--- config.mk ---
export PLATFORM = sky130hd
export DESIGN_NAME = muxn_rr
export DESIGN_NICKNAME = d
export VERILOG_FILES = /design/src/rtl/muxn_rr.sv
export SDC_FILE = /design/constraint.sdc
export NUM_CORES = 1
export LEC_CHECK = 0
export CORE_AREA = 2 2 44 46
export DETAILED_ROUTE_END_ITERATION = 10
export DIE_AREA = 0 0 46 48
export PLACE_DENSITY = 0.71
export SLEW_MARGIN = 30
export SYNTH_ARGS = -nofsm -noshare
export SYNTH_HDL_FRONTEND = slang
export SYNTH_SLANG_ARGS = --single-unit
--- constraint.sdc ---
create_clock -name clk -period 2 [get_ports clk]
set_input_delay 0.4 -clock clk [delete_from_list [all_inputs] [get_ports clk]]
set_output_delay 0.4 -clock clk [all_outputs]
set_load 0.05 [all_outputs]
--- src/rtl/muxn_rr.sv ---
// Registered N-channel valid/ready multiplexer: fixed-select or round-robin arbitration.
// Optional packet locking of the round-robin arbiter when MUXN_PKT_LOCK_EN is defined.
module muxn_rr #(
    parameter int WIDTH = 2,
    parameter int NCH   = 4,
    parameter int SELW  = 2
) (
    input  logic                 clk,
    input  logic                 rst_n,
    input  logic                 mode,
    input  logic [SELW-1:0]      sel,
    input  logic [NCH*WIDTH-1:0] in_data,
    input  logic [NCH-1:0]       in_valid,
    output logic [NCH-1:0]       in_ready,
    output logic [WIDTH-1:0]     out_data,
    output logic [SELW-1:0]      out_ch,
    output logic                 out_valid,
    input  logic                 out_ready
`ifdef MUXN_PKT_LOCK_EN
    ,
    input  logic [NCH-1:0]       in_last,
    output logic                 out_last
`endif
);

    logic [SELW-1:0]    r_ptr;
    logic [SELW-1:0]    r_out_ch;
    logic [WIDTH-1:0]   r_out_data;
    logic               r_out_valid;

    logic               w_load;
    logic               w_xfer;
    logic               w_gnt_vld;
    logic [SELW-1:0]    w_gnt_idx;
    logic [SELW-1:0]    w_ptr_nxt;
    logic [WIDTH-1:0]   w_gnt_data;
    logic [NCH-1:0]     w_rr_req;
    logic [NCH-1:0]     w_rr_rot;
    logic [2*NCH-1:0]   w_rr_req2;
    int                 w_rr_k;

`ifdef MUXN_PKT_LOCK_EN
    logic               r_lock;
    logic [SELW-1:0]    r_lock_ch;
    logic               r_out_last;
    logic               w_gnt_last;

    // While a packet is open only the locked channel may request in round-robin mode.
    always_comb begin
        w_rr_req = {NCH{1'b0}};
        for (int k = 0; k < NCH; k++) begin
            w_rr_req[k] = in_valid[k] & (~r_lock | (r_lock_ch == SELW'(k)));
        end
    end
`else
    assign w_rr_req = in_valid;
`endif

    assign w_load = ~r_out_valid | out_ready;
    assign w_xfer = w_gnt_vld & w_load;
    assign w_ptr_nxt = (w_gnt_idx == SELW'(NCH - 1)) ? {SELW{1'b0}} : w_gnt_idx + SELW'(1'b1);

    // Grant selection; the doubled request vector rotated by ptr puts the highest-priority channel at bit 0.
    always_comb begin
        w_gnt_vld = 1'b0;
        w_gnt_idx = {SELW{1'b0}};
        w_rr_k    = 0;
        w_rr_req2 = {w_rr_req, w_rr_req} >> r_ptr;
        w_rr_rot  = w_rr_req2[NCH-1:0];
        if (mode) begin
            for (int j = NCH - 1; j >= 0; j--) begin
                w_rr_k    = int'(r_ptr) + j;
                w_rr_k    = (w_rr_k >= NCH) ? (w_rr_k - NCH) : w_rr_k;
                w_gnt_vld = w_gnt_vld | w_rr_rot[j];
                w_gnt_idx = w_rr_rot[j] ? SELW'(w_rr_k) : w_gnt_idx;
            end
        end else begin
            for (int k = 0; k < NCH; k++) begin
                w_gnt_vld = w_gnt_vld | (in_valid[k] & (sel == SELW'(k)));
                w_gnt_idx = (sel == SELW'(k)) ? SELW'(k) : w_gnt_idx;
            end
        end
    end

    // Granted-channel data mux and the one-hot ready back to the producers.
    always_comb begin
        w_gnt_data = {WIDTH{1'b0}};
        in_ready   = {NCH{1'b0}};
`ifdef MUXN_PKT_LOCK_EN
        w_gnt_last = 1'b0;
`endif
        for (int k = 0; k < NCH; k++) begin
            w_gnt_data  = (w_gnt_idx == SELW'(k)) ? in_data[k*WIDTH +: WIDTH] : w_gnt_data;
            in_ready[k] = w_load & w_gnt_vld & (w_gnt_idx == SELW'(k));
`ifdef MUXN_PKT_LOCK_EN
            w_gnt_last  = (w_gnt_idx == SELW'(k)) ? in_last[k] : w_gnt_last;
`endif
        end
    end

    // Output stage, round-robin pointer and packet lock state.
    always_ff @(posedge clk or negedge rst_n) begin
        if (!rst_n) begin
            r_out_valid <= 1'b0;
            r_out_data  <= {WIDTH{1'b0}};
            r_out_ch    <= {SELW{1'b0}};
            r_ptr       <= {SELW{1'b0}};
`ifdef MUXN_PKT_LOCK_EN
            r_lock      <= 1'b0;
            r_lock_ch   <= {SELW{1'b0}};
            r_out_last  <= 1'b0;
`endif
        end else begin
            if (w_load) begin
                r_out_valid <= w_xfer;
            end
            if (w_xfer) begin
                r_out_data <= w_gnt_data;
                r_out_ch   <= w_gnt_idx;
`ifdef MUXN_PKT_LOCK_EN
                r_out_last <= w_gnt_last;
`endif
            end
`ifdef MUXN_PKT_LOCK_EN
            if (!mode) begin
                r_lock <= 1'b0;
            end else if (w_xfer) begin
                r_lock    <= ~w_gnt_last;
                r_lock_ch <= w_gnt_idx;
                if (w_gnt_last) begin
                    r_ptr <= w_ptr_nxt;
                end
            end
`else
            if (mode && w_xfer) begin
                r_ptr <= w_ptr_nxt;
            end
`endif
        end
    end

    assign out_valid = r_out_valid;
    assign out_data  = r_out_data;
    assign out_ch    = r_out_ch;
`ifdef MUXN_PKT_LOCK_EN
    assign out_last  = r_out_last;
`endif

endmodule
==> results_dict.tcl, run 1 <==
set metrics [dict create \
    yosys_warnings 0 \
    fp.dieH_um 48 \
    clock_path_buffers 2 \
    rsz0062_at_grt "yes" \
    grt_util_all_layers_pct 15.7 \
    synthSimpleGateAreaFrac_pct 14.4 \
    p_leak_nw 0.523 \
    ant_nets 0 \
    ys_types 23 \
    rrSetupSlack_ns -0.31 \
    slew_viol_final 0 \
    area_delta_synth_final_pct 85.2 \
    final_common_cell "buf_4" \
    multi_input_area_um2 433 \
    layout.cells.non_filler 122 \
    syn-instance-count 58 \
    cts-buffers-inserted 3 \
    die_w_um 46 \
    grt_pass1_vias 577 \
    drt_iter0_markers 7 \
    setup_tns_ns -2.16 \
    netlist_top_cells_area "dfrtp_1 (30%), mux2_4 (10%), ha_1 (8.5%), and2_2 (5.1%), inv_1 (5.1%)" \
    synth_area_per_cell_um2 10.2 \
    outcome "finished, violations left" \
    synth_xor_area_share_pct 0 \
    setup_viol 6 \
    io_buffers 26 \
    period_minus_slack_ns 2.40 \
    vias 588 \
    root_buffer "clkbuf_4" \
    clock-sinks 7 \
    h-tree-depth 1 \
    synth_compound_area_share_pct 19.2 \
    skew_ns 0.00191 \
    muxShareOfSynthArea_pct 23.3 \
    synth-seq-cells 7 \
    start_kind "register" \
    route.detailed.drc 0 \
    antenna_found_initial 0 \
    failed_checks "setup timing" \
    rows 15 \
    synthAdderAreaFrac_pct 8.46 \
    drv_cap 0 \
    core_mm2 0.00169 \
    yosysTopAreaCellShare_pct 29.6 \
    finalNetCount 128 \
    clk_latency_ns 0.25 \
    dieArea_mm2 0.00221 \
    synth_top_family_by_area "multiplexers" \
    grt_max_degree 8 \
    dr.pass1.iters 4 \
    worstHoldPathType "in2async" \
    period_share_pct 120 \
    hold_viol 0 \
    worst-setup-path-type "reg2out" \
    dp.cells 114 \
    place_ws_ns -0.760 \
    ir_worst_vdd_uv 384 \
    nFillCells 143 \
    tightest_slew_ns 0.497 \
    wire_per_inst_um 13.5 \
    path_clk_slew_ns 0.05 \
    mostFrequentLayoutCells "buf_4 (17), clkdlybuf4s50_1 (16), dfrtp_1 (7)" \
    holdWs_ns 0.398 \
    utilization_pct 64.9 \
    path_max_fanout 4 \
    drive_above_1_share_pct 47.6 \
    dp_hpwl_um 1300 \
    timing.final.ws_setup_ns -0.403 \
    routed_wl_um 1650 \
    gp_congestion 0.821 \
    synth_area_leader_cell "dfrtp_1" \
    ys_seq_area_share_pct 29.6 \
    clock.fmax_mhz 416 \
    ios 27 \
    worstPathRequired_ns 1.60 \
    syn_nets 80 \
    critical_path_arrival_ns 2.00 \
    seq_area_um2 175 \
    grt_pass1_wl_um 2450 \
    endpoint_kind "output port" \
    netlist_area_um2 592 \
    antenna_cells 0 \
    slew_headroom_pct 66.8 \
    viasPerCell 4.82 \
    power_density_mw_per_mm2 928 \
    cts_tree "done" \
    initial_core_util_pct 35.0 \
    grt_overflow 0 \
]
==> where the power goes <==
part           internal [mW]  total [mW]  switching [mW]
clock network         0.0763       0.132          0.0554
registers              0.192       0.228          0.0362
logic                  0.326       0.657           0.331
==> sequential cells by signal, indices dropped and copies added (netlist names) <==
name,cells
out_ch,2
out_data,2
out_valid,1
r_ptr,2
==> cell families (layout without fill, tap and decap cells) <==
family,Yosys count,after routing
compound gates,15,15
fa+ha+maj,4,4
buf+inv,8,55
flops,7,7
mux,9,9
simple gates,15,15
==> critical path: stages (launching register included) <==
cell and delay [ns]:
dfrtp_1 0.41, mux2_4 0.30, a221o_1 0.33, o21ai_4 0.19, inv_2 0.06, ha_2 0.18, and2_4 0.15, buf_12 0.14
==> path summary, 6_finish.rpt <==
check	startpoint	end	cells past startpoint
max	r_ptr[1]	in_ready[2]	7
min in group clk	out_data[0]	out_data[0]	1
max reg2reg	r_ptr[1]	out_data[1]	10
min	rst_n	out_valid	1
max in group asynchronous	rst_n	out_data[1]	1
min reg2reg	out_data[0]	out_data[0]	1
==> cell usage after synthesis <==
master,instances
inv_1,8
dfrtp_1,7
nand2_1,6
a21oi_1,5
and2_2,4
ha_1,4
mux2_4,4
a22o_1,2
mux2_2,2
nor2b_1,2
o21ai_0,2
a211oi_1,1
a21oi_4,1
a221o_1,1
a221oi_1,1
mux2i_1,1
mux2i_4,1
mux4_2,1
nand3_1,1
nor2_1,1
o211a_1,1
o21ai_2,1
or4_4,1
==> per-layer routing <==
metal,vias to the layer above,GRT usage [%],routed length [um]
met5,-,0,0
met1,276,19.3,709
met2,10,27.2,884
met4,0,6.86,14
met3,2,2.26,42
li1,300,-,-
==> per-stage QoR <==
step | area [um2] | total power [mW]
floorplan | 598 | 0.584
global placement | 992 | 0.821
detailed placement | 992 | 0.831
CTS | 1080 | 1.01
global route | 1100 | 1.08
finish | 1100 | 1.02
==> repair_timing <==
item	CTS	global route
resized for setup	20	5
endpoints found under the setup margin	9	6
pin swaps	7	4
setup buffers	4	0
hold endpoints to repair	0	0
hold buffers	0	0
gates cloned	0	0
==> layout make-up <==
class                   instances  share of cell area, %
inverters                       8                   2.74
clock buffers                   4                   2.40
flip-flops and latches          7                   16.0
well taps                      17                   1.94
repair buffers                 43                   37.4
multi-input cells              43                   39.5
No activity file was read; power rests on OpenSTA's default activity.
==> run 2, diff against run 1 <==
--- a/config.mk
+++ b/config.mk
@@ -5,10 +5,12 @@
 export SDC_FILE = /design/constraint.sdc
 export NUM_CORES = 1
 export LEC_CHECK = 0
-export CORE_AREA = 2 2 44 46
+export CORE_AREA = 2 2 39 41
+export CTS_BUF_LIST = sky130_fd_sc_hd__clkbuf_16
 export DETAILED_ROUTE_END_ITERATION = 10
-export DIE_AREA = 0 0 46 48
-export PLACE_DENSITY = 0.71
+export DIE_AREA = 0 0 41 43
+export DONT_BUFFER_PORTS = 1
+export GPL_ROUTABILITY_DRIVEN = 1
 export SLEW_MARGIN = 30
 export SYNTH_ARGS = -nofsm -noshare
 export SYNTH_HDL_FRONTEND = slang
==> run 2 against run 1 <==
Net effect: the run still ends with setup timing left; via count decreased by 15%; sequential share of layout area rose by 4.4 points; flip-flop and latch count unchanged; wire length shrank 20%.
==> results_dict.tcl, run 2 (same netlist as run 1, synthesis figures left out) <==
set metrics [dict create \
    dieArea_mm2 0.00176 \
    worstPathRequired_ns 1.60 \
    clock-sinks 7 \
    clock.fmax_mhz 433 \
    vias 497 \
    final_common_cell "buf_4" \
    worstHoldPathType "in2reg" \
    finalNetCount 99 \
    area_delta_synth_final_pct 45.5 \
    slew_viol_final 0 \
    root_buffer "clkbuf_16" \
    place_ws_ns -0.243 \
    ir_worst_vdd_uv 606 \
    drt_iter0_markers 8 \
    core_mm2 0.00138 \
    grt_overflow 0 \
    utilization_pct 62.2 \
    holdWs_ns 0.407 \
    cts-buffers-inserted 3 \
    rsz0062_at_grt "yes" \
    start_kind "register" \
    ios 27 \
    die_w_um 41 \
    path_clk_slew_ns 0.03 \
    timing.final.ws_setup_ns -0.311 \
    hold_viol 0 \
    routed_wl_um 1320 \
    placed_cell_area_um2 693 \
    fp.dieH_um 43 \
    mostFrequentLayoutCells "buf_4 (12), inv_1 (7), dfrtp_1 (7)" \
    worst-setup-path-type "reg2out" \
    failed_checks "setup timing" \
    antenna_found_initial 0 \
    viasPerCell 5.40 \
    holdPathStages 3 \
    route.detailed.drc 0 \
    clk_latency_ns 0.23 \
    wire_per_inst_um 14.3 \
    power_density_mw_per_mm2 1260 \
    endpoint_kind "output port" \
    grt_pass1_wl_um 2110 \
    h-tree-depth 1 \
    slew_headroom_pct 67.3 \
    skew_ns 0.00120 \
    clock_path_buffers 2 \
    grt_util_all_layers_pct 16.9 \
    initial_core_util_pct 42.8 \
    gp_congestion 0.823 \
    io_buffers 0 \
    layout.cells.non_filler 92 \
    drive_above_1_share_pct 52.6 \
    setup_tns_ns -1.56 \
    dr.pass1.iters 4 \
    drv_cap 0 \
    reg2reg_depth 9 \
    rows 14 \
    period_minus_slack_ns 2.31 \
    critical_path_arrival_ns 1.91 \
    ant_nets 0 \
    antenna_cells 0 \
    p_leak_nw 0.410 \
    cts_tree "done" \
    period_share_pct 116 \
    setup_viol 6 \
    fin_total_pwr_mw 1.08 \
    grt_max_degree 8 \
    dp.cells 84 \
    outcome "finished, violations left" \
    path_max_fanout 3 \
    stdcell_area_um2 861 \
    grt_pass1_vias 492 \
    dp_hpwl_um 987 \
    tightest_slew_ns 0.490 \
]
==> run 2: power breakdown <==
| part | leakage (nW) | total, mW | internal, mW | switching [mW] |
|---|---|---|---|---|
| Combinational | 0.287 | 0.413 | 0.224 | 0.188 |
| Clock | 0.0423 | 0.328 | 0.259 | 0.0690 |
| Sequential | 0.0808 | 0.343 | 0.191 | 0.152 |
| Total | 0.410 | 1.08 | 0.675 | 0.410 |
==> run 2: timing repair <==
item                                   in CTS  in global routing
buffers inserted                            2                  1
setup endpoints to repair                   6                  6
hold buffers                                1                  0
endpoints found under the hold margin       7                  0
pin swaps                                   6                  3
resized for setup                           9                  8
==> run 2: final timing paths <==
| check | from | slack (ns) | to |
|---|---|---|---|
| min in group asynchronous | rst_n | 0.50 | out_data[0] |
| setup / recovery | r_ptr[1] | -0.31 | in_ready[3] |
| max in group asynchronous | rst_n | 1.26 | out_ch[1] |
| hold reg to reg | out_valid | 0.59 | out_valid |
| setup reg to reg | r_ptr[1] | -0.20 | out_data[1] |
| hold / removal | out_ready | 0.41 | out_valid |
==> run 2: worst max-delay path, stage by stage, from the launching register on <==
cell,delay (ns)
dfrtp_1,0.38
mux2_4,0.30
a221o_1,0.31
o21ai_2,0.21
buf_6,0.14
ha_4,0.12
and2_4,0.22
==> run 2: layout make-up <==
class	count	area [um2]
clock inverter	1	3.75
fill	116	523
clock buffer	3	75.1
tap	16	20.0
multi-input combinational	43	445
timing repair buffer	14	111
sequential	7	175
inverter	8	30.0
==> run 2: routing by layer <==
layer | GRT usage, % | vias to the layer above | wire, um
li1 | - | 239 | -
met2 | 25.9 | 14 | 696
met5 | 0 | - | 0
met4 | 6.00 | 0 | 0
met3 | 1.57 | 0 | 58
met1 | 23.8 | 244 | 563
